--- src/rtl/result_mux_pipe.sv ---
// result_mux_pipe: two-stage valid/ready pipelined N:1 result selector (4:1 per group, then group select)
module result_mux_pipe #(
  parameter int WIDTH    = 64,
  parameter int SEL_BITS = 3
) (
  input  logic                             clk,
  input  logic                             reset,
  input  logic                             in_valid,
  output logic                             in_ready,
  input  logic [SEL_BITS-1:0]              cntrl,
  input  logic [(2**SEL_BITS)*WIDTH-1:0]   results,
  output logic                             out_valid,
  input  logic                             out_ready,
  output logic [WIDTH-1:0]                 out,
  output logic [SEL_BITS-1:0]              out_sel
);
  localparam int N = 2**SEL_BITS;
  localparam int G = N/4;
  logic                  s1_valid, s1_adv, s2_adv;
  logic [SEL_BITS-1:0]   s1_sel;
  logic [G*WIDTH-1:0]    part, s1_part;
  logic [WIDTH-1:0]      pick;
  assign s2_adv   = !out_valid || out_ready;
  assign s1_adv   = !s1_valid || s2_adv;
  assign in_ready = s1_adv;
  for (genvar g = 0; g < G; g++) begin : grp
    assign part[g*WIDTH +: WIDTH] = results[(4*g + cntrl[1:0])*WIDTH +: WIDTH];
  end
  if (SEL_BITS > 2) begin : hi
    assign pick = s1_part[s1_sel[SEL_BITS-1:2]*WIDTH +: WIDTH];
  end else begin : lo
    assign pick = s1_part;
  end
  always_ff @(posedge clk) begin
    if (!reset && s1_adv && in_valid) begin
      s1_part <= part;
      s1_sel  <= cntrl;
    end
  end
  // out only loads on a real transaction, so a bubble leaves it untouched
  always_ff @(posedge clk) begin
    if (reset) begin
      s1_valid  <= 1'b0;
      out_valid <= 1'b0;
      out       <= '0;
      out_sel   <= '0;
    end else begin
      if (s1_adv) s1_valid <= in_valid;
      if (s2_adv) out_valid <= s1_valid;
      if (s2_adv && s1_valid) begin
        out     <= pick;
        out_sel <= s1_sel;
      end
    end
  end
endmodule

--- config.mk ---
export PLATFORM = sky130hd
export DESIGN_NAME = result_mux_pipe
export DESIGN_NICKNAME = d
export VERILOG_FILES = /design/src/rtl/result_mux_pipe.sv
export SDC_FILE = /design/constraint.sdc
export NUM_CORES = 1
export LEC_CHECK = 0
export ABC_AREA = 1
export CAP_MARGIN = 20
export CORE_AREA = 4 4 227 229
export CTS_BUF_LIST = sky130_fd_sc_hd__clkbuf_4 sky130_fd_sc_hd__clkbuf_8
export CTS_CLUSTER_SIZE = 20
export DETAILED_ROUTE_END_ITERATION = 12
export DIE_AREA = 0 0 231 233
export GPL_TIMING_DRIVEN = 1
export PLACE_DENSITY = 0.65
export SLEW_MARGIN = 20
export SYNTH_ARGS = -nofsm -noshare
export SYNTH_HDL_FRONTEND = slang
export SYNTH_SLANG_ARGS = --single-unit
--- constraint.sdc ---
create_clock -name clk -period 4.3 [get_ports clk]
set_input_delay 0.86 -clock clk [delete_from_list [all_inputs] [get_ports clk]]
set_output_delay 0.86 -clock clk [all_outputs]
set_load 0.02 [all_outputs]
==> out/results.txt, run 1 <==
outcome -> completed
worst-case clock buffer depth -> 2
Layout area overhead -> 53.0%
FP Rows -> 82
Period minus WS final -> 2950 ps
drt wl/cell -> 16.5 µm
Die Wd -> 231 µm
clock root buffer master -> clkbuf_8
final wirelength -> 48.6 mm
GRT Overall Usage -> 17.3%
hold_ws -> 491 ps
boundary pin count -> 588
Synth Area per Inst -> 7.05 µm²
Die H -> 233 µm
Critical Path Sink Type -> output pin
Max Cap Violations -> 0
Non-Filler Instances -> 2,953
DR pass1 iterations -> 5
RR Startpoint -> s1_sel[2]
placed insts -> 2,917
GPL Wtd Cong -> 0.879
antenna violations before repair -> 4
drt initial violations -> 581
Clock Sinks -> 200
slew at the pin with the worst max-slew slack -> 902 ps
worst-path fanout max -> 3
Via Count -> 12,700
Slew HR -> 39.8%
clk_lat worst skew -> 510 ps
critical path startpoint -> out_ready
Synth Warn # -> 0
post-synth cell types -> 18
Fmax achieved -> 339 MHz
vias in the first global route -> 12,400
Final Max Slew Viols -> 0
total grt overflow -> 0
Clock transition at path regs -> 90 ps
Final Hold Fails -> 0
#FFs+latches synth -> 200
Worst Skew -> 16.4 ps
Initial Util -> 24.9%
nets@finish -> 2,783
share of cells above drive strength 1 -> 2.81%
Core Area -> 49,700 µm²
H-tree level count -> 4
RSZ-0062 raised after global routing -> false
worst r2r dst -> out[10]
largest net degree at the start of global routing -> 132
reg2reg setup slack -> 2500 ps
crit path DAT -> 2090 ps
pre-CTS WS -> 1340 ps
WS Path Type -> in2out
final setup TNS -> 0 ps
Die Area -> 53,800 µm²
post-synthesis cell area -> 12,400 µm²
R2R cell count -> 5
port bufs -> 587
Vias/cell -> 4.31
Final period util -> 68.7%
PwrDens -> 254 nW/µm²
share of the yosys chip area belonging to registers -> 43.0%
# hold bufs at CTS -> 0
Setup Buffers After CTS -> 0
cell leakage power -> 8.54 nW
detailed placement HPWL -> 37.5 mm
Synth Instances -> 1,754
final critical-path setup slack -> 1350 ps
worst hold path type -> reg2reg
post-route ant nets -> 0
first-pass GRT wire length -> 71.2 mm
syn nets -> 2,273
Setup Viol. Count Final -> 0
VDD IR max -> 146 µV
startpoint types -> input pin
DR DRC count -> 0
post_cts resized -> 0
Critical Path End -> in_ready
CP required -> 3440 ps
CTS tree -> built
Final Power -> 4.80 mW
number of CTS-inserted buffers -> 17
stage by stage:
stage / utilization, % / instance area (µm²)
after floorplan: - / 12400
after global placement: 37.3 / 18500
after detailed placement: 37.3 / 18500
after CTS: 38.1 / 18900
after global routing: 38.1 / 18900
final: 38.1 / 18900
power breakdown:
group	total, mW	switching, mW	internal [mW]
combinational	1.32	0.619	0.697
clock	1.24	0.719	0.522
sequential	2.24	0.0555	2.19
worst max-delay path, stage by stage:
cell and delay [ps]:
clkdlybuf4s50_1 450, inv_1 50, nand3_1 110, clkdlybuf4s50_1 620
flip-flops by register name, summed over array words and instances (netlist names):
| register | count |
|---|---|
| s1_part | 128 |
| out | 64 |
| out_sel | 3 |
| s1_sel | 3 |
| out_valid | 1 |
| s1_valid | 1 |
cells by family after synthesis:
family	share of synthesized area, %
flops	43.0
buf+inv	16.8
compound gates	18.3
simple gates	22.0
cell usage after synthesis (all sizes together):
library cell | n | area share [%]
buf | 88 | 5.8
nor2 | 134 | 4.1
a21oi | 129 | 5.3
nand2 | 582 | 18
nand3 | 5 | 0.20
inv | 326 | 9.9
o211ai | 128 | 7.8
clkbuf | 32 | 1.1
edfxtp | 131 | 32
dfxtp | 69 | 11
clkinv | 1 | 0.030
o21ai | 129 | 5.2
placed cells by master (no fill, tap or decap), drive strengths merged:
cell type	instances
clkinv	4
nor2	134
buf	25
dfxtp	69
clkbuf	24
clkinvlp	3
diode	4
edfxtp	131
bufinv	1
o21ai	129
inv	328
nand2	582
nand3	5
o211ai	128
clkdlybuf4s50	585
a21oi	129
worst min-delay path by stage:
stage / end / from / slack [ps] / cells after the start
final: out_sel[0] / out_sel[0] / 490 / 2
after floorplan: out[0] / s1_part[0] / 530 / 4
after detailed placement: out_sel[0] / out_sel[0] / 480 / 2
after global placement: out_sel[1] / out_sel[1] / 470 / 2
after global routing: out_sel[0] / out_sel[0] / 510 / 2
after CTS: out_sel[0] / out_sel[0] / 500 / 2
per-layer routing:
metal | global-route usage, % | routed length, µm | up-vias
met5 | 0 | 0 | -
met4 | 6.45 | 1350 | 0
li1 | - | - | 6513
met1 | 20.6 | 20400 | 5708
met2 | 30.7 | 24100 | 448
met3 | 3.78 | 2820 | 58
area by class of cell:
| type | count | area, µm² |
|---|---|---|
| fillers | 5140 | 30700 |
| repair buffers | 611 | 6150 |
| flip-flops and latches | 200 | 5320 |
| multi-input cells | 1107 | 4980 |
| inverters | 327 | 1230 |
| well taps | 672 | 841 |
| clock buffers | 23 | 292 |
| clock inverters | 9 | 93.8 |
| diodes | 4 | 10.0 |
Note: power is estimated with default switching activity, not from simulation.
==> run 2: changes to the inputs <==
==> constraint.sdc (replaced) <==
create_clock -name clk -period 2.6 [get_ports clk]
set_input_delay 0.52 -clock clk [delete_from_list [all_inputs] [get_ports clk]]
set_output_delay 0.52 -clock clk [all_outputs]
set_load 0.02 [all_outputs]
==> out/results.txt, run 2 (synthesis results as in run 1) <==
outcome -> completed
startpoint types -> input pin
worst-path fanout max -> 3
share of cells above drive strength 1 -> 4.12%
Final Hold Fails -> 0
post-route ant nets -> 0
DR pass1 iterations -> 4
final wirelength -> 50.0 mm
Core Area -> 49,700 µm²
crit path DAT -> 1810 ps
worst-case clock buffer depth -> 2
Setup Viol. Count Final -> 0
drt initial violations -> 585
Via Count -> 12,900
H-tree level count -> 4
Die Wd -> 231 µm
number of CTS-inserted buffers -> 17
Final Power -> 8.12 mW
Setup Buffers After CTS -> 0
met3 wire length -> 3.47 mm
Final Max Slew Viols -> 0
Critical Path Sink Type -> output pin
nets@finish -> 2,811
leading cell type in the layout, fill and taps excluded -> clkdlybuf4s50_1
CP required -> 2080 ps
area of the multi-input gates -> 5000 µm²
Sequential cell area -> 5320 µm²
clock root buffer master -> clkbuf_8
Slew HR -> 35.8%
detailed placement HPWL -> 39.4 mm
Clock Sinks -> 200
PwrDens -> 423 nW/µm²
WS Path Type -> in2out
Vias/cell -> 4.33
antenna violations before repair -> 7
VDD IR max -> 257 µV
most frequent cells in the layout -> clkdlybuf4s50_1, nand2_1, inv_1, nor2_1, edfxtp_1
CTS tree -> built
first-pass GRT wire length -> 71.6 mm
Period minus WS final -> 2330 ps
Fmax achieved -> 429 MHz
RSZ-0062 raised after global routing -> false
Final period util -> 89.6%
Die Area -> 53,800 µm²
Layout area overhead -> 55.2%
post_cts resized -> 0
highest metal used -> met5
Met1 Wirelength -> 20.1 mm
cell leakage power -> 8.69 nW
GPL Wtd Cong -> 0.893
flip-flop count of the largest register after layout -> 128
Initial Util -> 24.9%
FP Rows -> 82
vias in the first global route -> 12,500
drt wl/cell -> 16.8 µm
Worst Skew -> 15.6 ps
Regs by FF count -> s1_part (128), out (64)
largest net degree at the start of global routing -> 132
Clock transition at path regs -> 100 ps
Die H -> 233 µm
Max Cap Violations -> 0
Routed met2 length -> 24.5 mm
clk_lat worst skew -> 520 ps
GRT Overall Usage -> 17.7%
Largest Register -> s1_part
hold_ws -> 506 ps
port bufs -> 587
slew at the pin with the worst max-slew slack -> 962 ps
DR DRC count -> 0
total grt overflow -> 0
boundary pin count -> 588
worst hold path type -> reg2reg
FILL cells -> 5,082
# hold bufs at CTS -> 0
-- run 2: path summary, 6_finish.rpt --
path / start / to / slack [ps] / depth (start not counted)
worst max-delay path: out_ready / in_ready / 270 / 4
worst min register to register: out_sel[2] / out_sel[2] / 510 / 2
worst min-delay path: out_sel[2] / out_sel[2] / 510 / 2
worst max register to register: s1_sel[2] / out[0] / 670 / 6
-- run 2: through the flow --
stage | instances | TNS, ps | setup WS [ps] | utilization (%) | area [µm²]
detailed placement | 2945 | 0 | 136 | 37.8 | 18800
global route | 2979 | 0 | 236 | 38.6 | 19200
global placement | 2945 | 0 | 171 | 37.8 | 18800
floorplan | 1754 | -65240 | -498 | - | 12400
finish | 2980 | 0 | 271 | 38.6 | 19200
CTS | 2977 | 0 | 266 | 38.6 | 19200
-- run 2: routing by layer --
| metal | vias to the layer above | track usage [%] |
|---|---|---|
| met1 | 5805 | 20.2 |
| met3 | 76 | 4.66 |
| met2 | 459 | 31.1 |
| met5 | - | 0 |
| li1 | 6570 | - |
| met4 | 2 | 7.59 |
-- run 2: critical path: stages --
cell and delay (ps):
clkdlybuf4s50_1 570, inv_8 40, nand3_4 70, clkdlybuf4s50_1 610
-- run 2: final cells by class --
| type | count | area share, % |
|---|---|---|
| antenna | 3 | 0.0391 |
| clock buffer | 19 | 1.33 |
| multi-input combinational | 1107 | 26.1 |
| tap | 672 | 4.38 |
| sequential | 200 | 27.7 |
| clock inverter | 13 | 0.854 |
| inverter | 327 | 6.60 |
| timing repair buffer | 639 | 33.0 |
-- run 2: where the power goes --
part           leakage [nW]  switching, mW  internal [mW]
registers              1.80         0.0940           3.62
clock network         0.207           1.19          0.995
logic                  6.68           1.04           1.18
